<file path="config.mk">
export PLATFORM = sky130hd
export DESIGN_NAME = mem_responder
export DESIGN_NICKNAME = d
export VERILOG_FILES = /design/src/rtl/mem_resp_pkg.sv /design/src/rtl/mem_wait_counter.sv /design/src/rtl/mem_responder.sv
export SDC_FILE = /design/constraint.sdc
export NUM_CORES = 1
export LEC_CHECK = 0
export ABC_AREA = 1
export ABC_CLOCK_PERIOD_IN_PS = 2200
export BUFFER_PORTS_ARGS = -buffer_cell sky130_fd_sc_hd__buf_2
export CAP_MARGIN = 20
export CORE_ASPECT_RATIO = 0.75
export CORE_UTILIZATION = 50
export CTS_CLUSTER_SIZE = 20
export DETAILED_ROUTE_END_ITERATION = 8
export PLACE_DENSITY = 0.78
export SETUP_SLACK_MARGIN = 0.1
export SYNTH_ARGS = -nofsm -noshare
export SYNTH_HDL_FRONTEND = slang
export SYNTH_SLANG_ARGS = --single-unit
</file>
<file path="constraint.sdc">
create_clock -name CLK -period 2.2 [get_ports CLK]
set_input_delay 0.33 -clock CLK [delete_from_list [all_inputs] [get_ports CLK]]
set_output_delay 0.33 -clock CLK [all_outputs]
set_load 0.02 [all_outputs]
</file>
<file path="src/rtl/mem_resp_pkg.sv">
// Shared definitions for the memory responder: FSM state encoding, parameter
// defaults and wait-state counter sizing.
package mem_resp_pkg;

  localparam int DATA_W_DEF      = 16;
  localparam int ADDR_W_DEF      = 16;
  localparam int MEM_WORDS_DEF   = 1024;
  localparam int WAIT_STATES_DEF = 1;
  localparam int MAX_WAIT_STATES = 15;
  localparam int CNT_W           = $clog2(MAX_WAIT_STATES + 1);

  typedef enum logic [2:0] {
    ST_IDLE   = 3'd0,
    ST_WAIT   = 3'd1,
    ST_ACCESS = 3'd2,
    ST_RESP   = 3'd3,
    ST_ERR    = 3'd4
  } state_t;

endpackage

</file>
<file path="src/rtl/mem_wait_counter.sv">
// Wait-state down-counter: loaded on request accept, decremented while the
// responder sits in WAIT; done flags the last wait cycle.
module mem_wait_counter
  import mem_resp_pkg::*;
(
  input  logic             clk,
  input  logic             rst_b,
  input  logic             load,
  input  logic [CNT_W-1:0] load_val,
  input  logic             dec,
  output logic             done
);

  logic [CNT_W-1:0] count;

  always_ff @(posedge clk) begin
    if (!rst_b) begin
      count <= '0;
    end else if (load) begin
      count <= load_val;
    end else if (dec && (count != '0)) begin
      count <= count - 1'b1;
    end
  end

  assign done = (count == CNT_W'(1));

endmodule

</file>
<file path="src/rtl/mem_responder.sv">
// Memory-side responder: accepts one read/write at a time, inserts programmable
// wait states, drives a synchronous single-port SRAM and returns a completion strobe.
//
// state  | meaning
// IDLE   | waiting for MemRead xor MemWrite
// WAIT   | burning WAIT_STATES cycles before the SRAM access
// ACCESS | sram_en asserted for exactly one cycle
// RESP   | MemReady strobe, read data presented
// ERR    | MemReady + MemError strobe, no SRAM access
module mem_responder
  import mem_resp_pkg::*;
#(
  parameter int DATA_W      = DATA_W_DEF,
  parameter int ADDR_W      = ADDR_W_DEF,
  parameter int MEM_WORDS   = MEM_WORDS_DEF,
  parameter int WAIT_STATES = WAIT_STATES_DEF
) (
  input  logic                         CLK,
  input  logic                         Reset,
  input  logic                         MemRead,
  input  logic                         MemWrite,
  input  logic [ADDR_W-1:0]            Addr,
  input  logic [DATA_W-1:0]            WriteData,
  output logic [DATA_W-1:0]            ReadData,
  output logic                         MemReady,
  output logic                         MemError,
  output logic                         MemBusy,
  output logic                         sram_en,
  output logic                         sram_we,
  output logic [$clog2(MEM_WORDS)-1:0] sram_addr,
  output logic [DATA_W-1:0]            sram_wdata,
  input  logic [DATA_W-1:0]            sram_rdata
);

  localparam int SA_W = $clog2(MEM_WORDS);

  state_t            state;
  state_t            state_nx;

  logic              op_wr;
  logic [SA_W-1:0]   addr_q;
  logic [DATA_W-1:0] wdata_q;
  logic [DATA_W-1:0] rdata_q;

  logic              op_wr_d;
  logic [SA_W-1:0]   addr_d;
  logic [DATA_W-1:0] wdata_d;
  logic              en_d;
  logic              we_d;
  logic              ready_d;
  logic              error_d;
  logic              busy_d;
  logic              capture;

  logic              req_any;
  logic              in_range;
  logic              accept;
  logic              cnt_done;

  // Range check uses the full datapath address; the SRAM only sees the low bits.
  assign req_any  = MemRead | MemWrite;
  assign in_range = (32'(Addr) < 32'(MEM_WORDS));
  assign accept   = (state == ST_IDLE) && (MemRead ^ MemWrite) && in_range;

  mem_wait_counter u_wait_counter (
    .clk      (CLK),
    .rst_b    (Reset),
    .load     (accept),
    .load_val (CNT_W'(WAIT_STATES)),
    .dec      (state == ST_WAIT),
    .done     (cnt_done)
  );

  always_ff @(posedge CLK) begin
    if (!Reset) begin
      state <= ST_IDLE;
    end else begin
      state <= state_nx;
    end
  end

  always_comb begin
    state_nx = state;
    case (state)
      ST_IDLE: begin
        if (accept) begin
          state_nx = (WAIT_STATES == 0) ? ST_ACCESS : ST_WAIT;
        end else if (req_any) begin
          state_nx = ST_ERR;
        end
      end
      ST_WAIT: begin
        if (cnt_done) begin
          state_nx = ST_ACCESS;
        end
      end
      ST_ACCESS: state_nx = ST_RESP;
      ST_RESP:   state_nx = ST_IDLE;
      ST_ERR:    state_nx = ST_IDLE;
      default:   state_nx = ST_IDLE;
    endcase
  end

  // Outputs are registered from next-state; with zero wait states the access
  // happens on the cycle after accept, so the latch contents are bypassed.
  always_comb begin
    op_wr_d = op_wr;
    addr_d  = addr_q;
    wdata_d = wdata_q;
    if (accept) begin
      op_wr_d = MemWrite;
      addr_d  = Addr[SA_W-1:0];
      wdata_d = WriteData;
    end
    en_d    = (state_nx == ST_ACCESS);
    we_d    = en_d & op_wr_d;
    ready_d = (state_nx == ST_RESP) || (state_nx == ST_ERR);
    error_d = (state_nx == ST_ERR);
    busy_d  = (state_nx != ST_IDLE);
    capture = (state == ST_RESP) && !op_wr;
  end

  always_ff @(posedge CLK) begin
    if (!Reset) begin
      op_wr      <= 1'b0;
      addr_q     <= '0;
      wdata_q    <= '0;
      rdata_q    <= '0;
      sram_en    <= 1'b0;
      sram_we    <= 1'b0;
      sram_addr  <= '0;
      sram_wdata <= '0;
      MemReady   <= 1'b0;
      MemError   <= 1'b0;
      MemBusy    <= 1'b0;
    end else begin
      op_wr    <= op_wr_d;
      addr_q   <= addr_d;
      wdata_q  <= wdata_d;
      sram_en  <= en_d;
      sram_we  <= we_d;
      MemReady <= ready_d;
      MemError <= error_d;
      MemBusy  <= busy_d;
      if (en_d) begin
        sram_addr  <= addr_d;
        sram_wdata <= wdata_d;
      end
      if (capture) begin
        rdata_q <= sram_rdata;
      end
    end
  end

  // SRAM data arrives in the RESP cycle itself, so it is forwarded alongside
  // MemReady and held in rdata_q from the following cycle on.
  assign ReadData = capture ? sram_rdata : rdata_q;

endmodule

</file>
## Yosys cells after proc, flatten, opt, wreduce, memory -nomap -nowiden

Index checks and enable logic that the tools add are counted.

| word-level totals | value |
|---|---|
| flip-flop bits (word level) | 81 |

| cells by class | value |
|---|---|
| $lt $le $gt $ge | 1 |
| eq/ne operators | 7 |
| add/subtract/negate cells | 1 |
| reductions and logical operators | 11 |
| bitwise gates (word level) | 4 |
| mux-type cells | 10 |

Operators with widths:

| operator | number |
|---|---|
| $mux 16 | 2 |
| $lt 16x11->1 const B | 1 |
| $eq 3x2->1 const B | 4 |
| $mux 10 | 1 |
| $mux 3 | 3 |
| $pmux 3 s3 | 1 |
| $eq 4x1->1 const B | 1 |
| $logic_and 1x1->1 | 4 |
| $reduce_bool 4->1 | 1 |
| $sub 4x1->4 const B | 1 |
| $eq 3x1->1 const B | 1 |
| $eq 3x3->1 const B | 1 |
| $logic_not 3->1 | 1 |
| $mux 1 | 3 |
| $reduce_bool 3->1 | 1 |
| $reduce_bool 2->1 | 1 |
| $reduce_or 2->1 | 1 |
| $and 1x1->1 | 1 |
| $logic_not 1->1 | 1 |
| $logic_or 1x1->1 | 1 |
| $not 1->1 | 1 |
| $or 1x1->1 | 1 |
| $xor 1x1->1 | 1 |

## Longest topological paths before layout

Gate-level depths: netlist (run 1).

| logic depth | value |
|---|---|
| depth after elaboration | 7 |
| mapped depth | 10 |
| mapped depth without buffers | 9 |

## Modules after synthesis

A second synthesis (run 1) with hierarchy kept.

| unflattened totals | value |
|---|---|
| cell total of the unflattened synthesis | 477 |
| area, all modules | 3677.3 sq um |

By module, submodules not included:

| module | area an instance (sq um) | times used | cells each | seq. area each (sq um) |
|---|---|---|---|---|
| mem_responder | 3380.7 | 1 | 436 | 1541.5 |
| mem_wait_counter | 296.5 | 1 | 41 | 80.1 |

## Least setup slack after synthesis (run 1)

OpenSTA, ideal clock, no wires.

| timing path | value |
|---|---|
| path kind | in2reg |
| start point | input port MemRead |
| end point | register sram_wdata[10] |
| arrival | 1.332 ns |
| library setup time | 0.114 ns |
| stages on the path | 10 |
| data required time | 2.086 ns |
| path buffers | 1 |
| path slack | 0.754 ns |
| cells stage by stage | inv_1 ha_1 inv_1 nor2_4 nand2_4 buf_6 nand2_1 nand3_1 nand2_1 nor2_2 |

| between the ends | value |
|---|---|
| longest elaborated chain between the ends | 6 |
| elaborated cells on any way between the ends | 9 |

Ends and longest elaborated chain:

| what | RTL line | text |
|---|---|---|
| from (decl) | mem_responder.sv:20 | `input logic MemRead,` |
| $xor 1x1->1 | mem_responder.sv:63 | `assign accept = (state == ST_IDLE) && (MemRead ^ MemWrite) && in_range;` |
| $logic_and 1x1->1 (2 in series) | mem_responder.sv:63 |  |
| $mux 3 | mem_responder.sv:86 | `if (accept) begin` |
| $pmux 3 s3 | mem_responder.sv:84 | `case (state)` |
| $eq 3x2->1 | mem_responder.sv:115 | `en_d = (state_nx == ST_ACCESS);` |
| to (signal assigned) | mem_responder.sv:147 | `sram_wdata <= wdata_d;` |
| to (decl) | mem_responder.sv:31 | `output logic [DATA_W-1:0] sram_wdata,` |

Several ways; a longest one is shown, not always the timed one.
A chain may end at the register's enable or synchronous reset.

## Worst setup path after layout (run 1)

| timing path | value |
|---|---|
| start point | register state[2] |
| end point | output port ReadData[8] |

| between the ends | value |
|---|---|
| longest elaborated chain between the ends | 3 |

Ends and longest elaborated chain:

| what | RTL line | text |
|---|---|---|
| from (decl) | mem_responder.sv:37 | `state_t state;` |
| from (signal assigned) | mem_responder.sv:78 | `state <= state_nx;` |
| $eq 3x2->1 | mem_responder.sv:120 | `capture = (state == ST_RESP) && !op_wr;` |
| $logic_and 1x1->1 | mem_responder.sv:120 |  |
| $mux 16 | n/a |  |
| to (decl) | mem_responder.sv:24 | `output logic [DATA_W-1:0] ReadData,` |

No other way between the ends.

==> out/results.tsv, run 1 <==
metric	value	unit
setup-violations-final	0	
crit_path_top_delay_cell	dfxtp_1	
htreeDepth	3	
grt_overflow_total	0	
register_area	0.00162	mm^2
synth_top_area_share	0.484	
use_met3	0.0708	
grt.met1_usage	0.250	
skew	11.6	ps
worst-slew-pin-transition	584	ps
slew_violations	0	
netlist_area	0.00335	mm^2
cpLargestDelayFamily	buffers and inverters	
synth-seq-area-share	0.484	
yosys_warnings	0	
numCtsBuffers	9	
die_h	72.9	um
n_fill_cell	596	
synth_ff_type	dfxtp_1	
multi_input_area	0.00135	mm^2
vias	2993	
run_status	finished, final reports clean	
drive_gt1_frac	0.266	
min_period	1900	ps
wl	6970	um
dieArea	0.00704	mm^2
syn_to_final_growth	21.2	%
cts_setup_buffers	0	
path_clk_slew	80	ps
fmax	0.527	GHz
cp-start-kind	flop	
n_antenna_cell	0	
gr-usage-met2	0.348	
crit_arrival	1570	ps
grt_pass1_wl	11100	um
rows	25	
grt_max_degree	34	
layout.nets	592	
path_cells	inv_1, nand2_1, inv_1, nand3_1, buf_6, o21ai_0, inv_1, buf_2	
gp_congestion	0.805	
clock_latency	350	ps
busiest_layer	met2	
clock_path_buffers	2	
hold_viol	0	
clock-root-buffer	clkbuf_8	
crit_top_cell	inv_1	
slowest_delay	320	ps
grt_pass1_vias	2554	
rsz0062_at_grt	no	
avgRoutedWirePerCell	11.2	um
die_w	96.5	um
yosysUniqueCellTypes	23	
io_pins	99	
pwr_density_cell	680	mW/mm^2
post-route-util	0.636	
max_cap_violations	0	
antenna_found_initial	0	
cts_sinks	81	
synthTopCellsByCount	82 x nand2_1, 81 x dfxtp_1, 81 x nor2_1	
worst_hold_slack	252	ps
path_buf_inv	5	
synth-seq-cells	81	
hold_depth	3	
antenna_left	0	
synth.area.top_cells	dfxtp_1 48%, nand2_1 9.2%, nor2_1 9.1%	
worst-path-stages	8	
core_area	0.00638	mm^2
viasPerCell	4.81	
path_class	flop to output pin	
drt_pass1_iterations	4	
fin_crit_sh	0.863	
synthArstFlopShare	0	
critPathCaptureType	output pin	
syn_nets	498	
drt_iter0_markers	114	
min_path_type	primary input to flop	
slew_headroom	0.610	
post-route-drc-count	0	
cp_max_fo	32	
peakVddDrop	0.347	mV
tritoncts	built	
initial_core_util	0.525	
yosysTopAreaCell	dfxtp_1	
fin_setup_tns	0	ps
r2r_cells	7	
synth_edf_count	0	
synth.most_common_cell	nand2_1	
avgSynthCellArea	7.57	um^2
port_buffers	98	
worst_ep_required_time	1870	ps
grtUsageTotal	0.206	
syn_inst	443	
dp_hpwl	4990	um
leakage	2.09	nW
==> per-layer routing <==
layer,part of all wire,vias up
met4,0.0092,0
met5,0,-
met2,0.48,72
li1,-,1562
met1,0.45,1353
met3,0.063,6
==> timing repair <==
| action | CTS | global route |
|---|---|---|
| gates resized for setup | 0 | 2 |
| hold buffers | 0 | 0 |
| setup endpoints to repair | 0 | 12 |
==> final cells by class <==
| type | count | area share |
|---|---|---|
| Inverter | 52 | 0.0481 |
| Sequential cell | 81 | 0.399 |
| Clock buffer | 9 | 0.0305 |
| Clock inverter | 6 | 0.0206 |
| Timing Repair Buffer | 107 | 0.144 |
| Tap cell | 81 | 0.0250 |
| Multi-Input combinational cell | 286 | 0.332 |
==> where the power goes <==
part	leakage, nW	total, mW	internal (mW)	switching [mW]
Combinational	1.33	0.161	0.0639	0.0969
Clock	0.109	1.12	0.628	0.496
Sequential	0.653	1.48	1.47	0.00319
==> worst min-delay path, cell delays in order <==
cell and delay, ps:
buf_2 100, nand3_2 70, a21oi_1 60
==> cells in the final DEF, fill, tap and decap left out, drive strengths merged <==
| cell | instances |
|---|---|
| clkinv | 4 |
| nor3b | 1 |
| bufinv | 2 |
| inv | 52 |
| a21oi | 28 |
| nand3 | 57 |
| ha | 3 |
| dfxtp | 81 |
| nor2 | 88 |
| buf | 107 |
| nor3 | 1 |
| clkbuf | 9 |
| or2 | 1 |
| and2 | 1 |
| nand2 | 84 |
| o21ai | 22 |
==> final timing paths <==
path,to,slack (ps),start
setup / recovery,ReadData[8],300,state[2]
hold / removal,addr_q[2],250,Addr[2]
setup reg to reg,sram_wdata[9],600,u_wait_counter.count[0]
hold reg to reg,wdata_q[7],470,wdata_q[7]
==> cell families (layout without fill, tap and decap cells) <==
| group | after synthesis | count (layout) | synth area share |
|---|---|---|---|
| AND/OR/NAND/NOR | 233 | 233 | 0.316 |
| flip-flops | 81 | 81 | 0.484 |
| buffers and inverters | 76 | 174 | 0.114 |
| AO/OA/AOI/OAI | 50 | 50 | 0.0747 |
| adder cells (fa/ha/maj) | 3 | 3 | 0.0112 |
==> state kept, by name, summed over array words and instances, names as in the netlist <==
signal	cells
rdata_q	16
sram_wdata	16
wdata_q	16
addr_q	10
sram_addr	10
u_wait_counter.count	4
state	3
MemBusy	1
MemError	1
MemReady	1
op_wr	1
sram_en	1
sram_we	1
==> through the flow <==
step | std cells | setup WS, ps | power [mW] | cell area (um^2)
after detailed placement | 607 | 417 | 1.67 | 3850
final | 622 | 302 | 2.76 | 4060
after floorplan | 443 | 754 | 1.60 | 3350
after CTS | 622 | 236 | 2.80 | 4060
after global placement | 607 | 479 | 1.67 | 3850
after global routing | 622 | 117 | 2.88 | 4060
(Power assumes the default switching activity.)
==> run 2, diff against run 1 <==
--- a/config.mk
+++ b/config.mk
@@ -10,11 +10,12 @@
 export BUFFER_PORTS_ARGS = -buffer_cell sky130_fd_sc_hd__buf_2
 export CAP_MARGIN = 20
 export CORE_ASPECT_RATIO = 0.75
-export CORE_UTILIZATION = 50
+export CORE_UTILIZATION = 55
 export CTS_CLUSTER_SIZE = 20
 export DETAILED_ROUTE_END_ITERATION = 8
-export PLACE_DENSITY = 0.78
+export PLACE_DENSITY = 0.84
 export SETUP_SLACK_MARGIN = 0.1
+export SLEW_MARGIN = 20
 export SYNTH_ARGS = -nofsm -noshare
 export SYNTH_HDL_FRONTEND = slang
 export SYNTH_SLANG_ARGS = --single-unit
==> run 2 against run 1 <==
  * Non-clock buffer count did not move
  * Via count rose by 2.9%
  * Utilization is 5.6 points higher
  * Combinational power barely moved
  * Sequential share of layout area is essentially flat
  * Global-route usage grew 3.2 points
  * Worst hold slack worse by 10 ps
  * Total power rose by 3.3%
==> out/results.tsv, run 2 (synthesis gave the netlist of run 1 again) <==
metric	value	unit	change
clock-root-buffer	clkbuf_8		
placed_area	0.00382	mm^2	-0.75%
drt_pass1_iterations	5		+1
cp_max_fo	32		unchanged
final_common_cell	buf_2		
multi_input_area	0.00135	mm^2	unchanged
core_area	0.00586	mm^2	-8.2%
min_path_type	primary input to flop		
antenna_left	0		unchanged
clock_path_buffers	2		unchanged
r2r_cells	7		unchanged
grt_pass1_wl	12000	um	+8.6%
crit_path_top_delay_cell	dfxtp_1		
path_clk_slew	80	ps	about the same
worst-slew-pin-transition	346	ps	-238 ps
min_period	2030	ps	+135 ps
syn_to_final_growth	21.1	%	about the same
worst_ep_required_time	1870	ps	about the same
crit_arrival	1700	ps	+130 ps
numCtsBuffers	9		unchanged
slew_violations	0		unchanged
cp-start-kind	flop		
path_class	flop to output pin		
worst_hold_slack	242	ps	-10.1 ps
critPathCaptureType	output pin		
rows	24		-4.0%
clock_latency	340	ps	about the same
dp_hpwl	5100	um	+2.2%
top_regs	rdata_q x16, sram_wdata x16, wdata_q x16		
drt_iter0_markers	154		+35%
vias	3081		+2.9%
htreeDepth	3		unchanged
tritoncts	built		
post-route-drc-count	0		unchanged
initial_core_util	0.572		+0.0471
viasPerCell	4.98		+3.4%
crit_top_cell	inv_1		
path_cells	inv_1, nand2_1, inv_1, nand3_1, buf_8, nand2_1, o21ai_1, inv_1, buf_2		
antenna_found_initial	0		unchanged
grtUsageTotal	0.238		+0.0317
pwr_density_cell	703	mW/mm^2	+3.4%
die_w	92.1	um	-4.6%
avgRoutedWirePerCell	11.9	um	+6.1%
n_antenna_cell	0		unchanged
drive_gt1_frac	0.264		-0.00185
most-common-layout-cells	98 x buf_2, 82 x nand2_1, 81 x dfxtp_1, 81 x nor2_1, 52 x inv_1		
fin_crit_sh	0.924		+0.0615
setup-violations-final	0		unchanged
fin_setup_tns	0	ps	unchanged
n_fill_cell	496		-17%
max_cap_violations	0		unchanged
register_area	0.00162	mm^2	unchanged
hold_depth	3		unchanged
leakage	2.10	nW	about the same
cts_sinks	81		unchanged
die_h	69.6	um	-4.5%
slowest_delay	360	ps	+40 ps
run_status	finished, final reports clean		
gp_congestion	0.800		-0.62%
fmax	0.492	GHz	-6.7%
dieArea	0.00641	mm^2	-8.9%
grt_overflow_total	0		unchanged
hold_viol	0		unchanged
wl	7370	um	+5.6%
rsz0062_at_grt	yes		
ctsHoldBuffers	0		unchanged
peakVddDrop	0.500	mV	+44%
slew_headroom	0.769		+0.159
layout.nets	592		unchanged
skew	5.84	ps	-5.81 ps
port_buffers	98		unchanged
grt_max_degree	33		-2.9%
io_pins	99		unchanged
design_area	0.00406	mm^2	about the same
grt_pass1_vias	2782		+8.9%
-- run 2: cell count changes in the layout (fill, tap and decap cells not counted), moves of 2 or more --
cell,change
o21ai_0,-8
o21ai_1,+8
clkinv_2,-3
clkbuf_8,+3
buf_12,-2
buf_4,+2
-- run 2: repair_timing --
action                     CTS  global route
hold endpoints to repair     0             0
buffers inserted             0             0
setup endpoints to repair    1            16
gates cloned                 0             0
pin swaps                    0             0
resized for setup            1            10
-- run 2: cell type report --
class | count | area share
Clock buffer | 13 | 0.0416
Multi-Input combinational cell | 286 | 0.332
Timing Repair Buffer | 107 | 0.139
Sequential cell | 81 | 0.400
Inverter | 52 | 0.0481
Tap cell | 78 | 0.0241
Clock inverter | 2 | 0.0148
-- run 2: through the flow --
step | setup WS [ps] | instances | total power, mW | utilization
global route | 53.8 | 619 | 2.96 | 0.693
global placement | 521 | 604 | 1.67 | 0.653
floorplan | 754 | 443 | 1.60 | -
detailed placement | 480 | 604 | 1.67 | 0.653
CTS | 130 | 619 | 2.87 | 0.692
finish | 166 | 619 | 2.85 | 0.693
-- run 2: path summary, 6_finish.rpt --
| path | from | end | slack, ps |
|---|---|---|---|
| hold reg to reg | wdata_q[4] | wdata_q[4] | 470 |
| hold / removal | sram_rdata[6] | rdata_q[6] | 240 |
| setup reg to reg | u_wait_counter.count[1] | sram_we | 460 |
| setup / recovery | state[2] | ReadData[14] | 170 |
-- run 2: per-layer routing --
| layer | track usage | wire [um] | up-vias |
|---|---|---|---|
| li1 | - | - | 1563 |
| met3 | 0.0658 | 488 | 17 |
| met4 | 0.0955 | 133 | 0 |
| met1 | 0.277 | 3190 | 1401 |
| met5 | 0 | 0 | - |
| met2 | 0.412 | 3560 | 100 |
-- run 2: report_power, final --
part / internal [mW] / switching [mW]
registers: 1.47 / 0.00323
logic: 0.0615 / 0.0987
clock network: 0.727 / 0.489
total: 2.26 / 0.591
-- run 2: critical path: cells and delay by family (launching register included) --
family / cells / cell delay (ps)
buffers and inverters: 5 / 580
flip-flops: 1 / 360
AO/OA/AOI/OAI: 1 / 150
AND/OR/NAND/NOR: 3 / 270
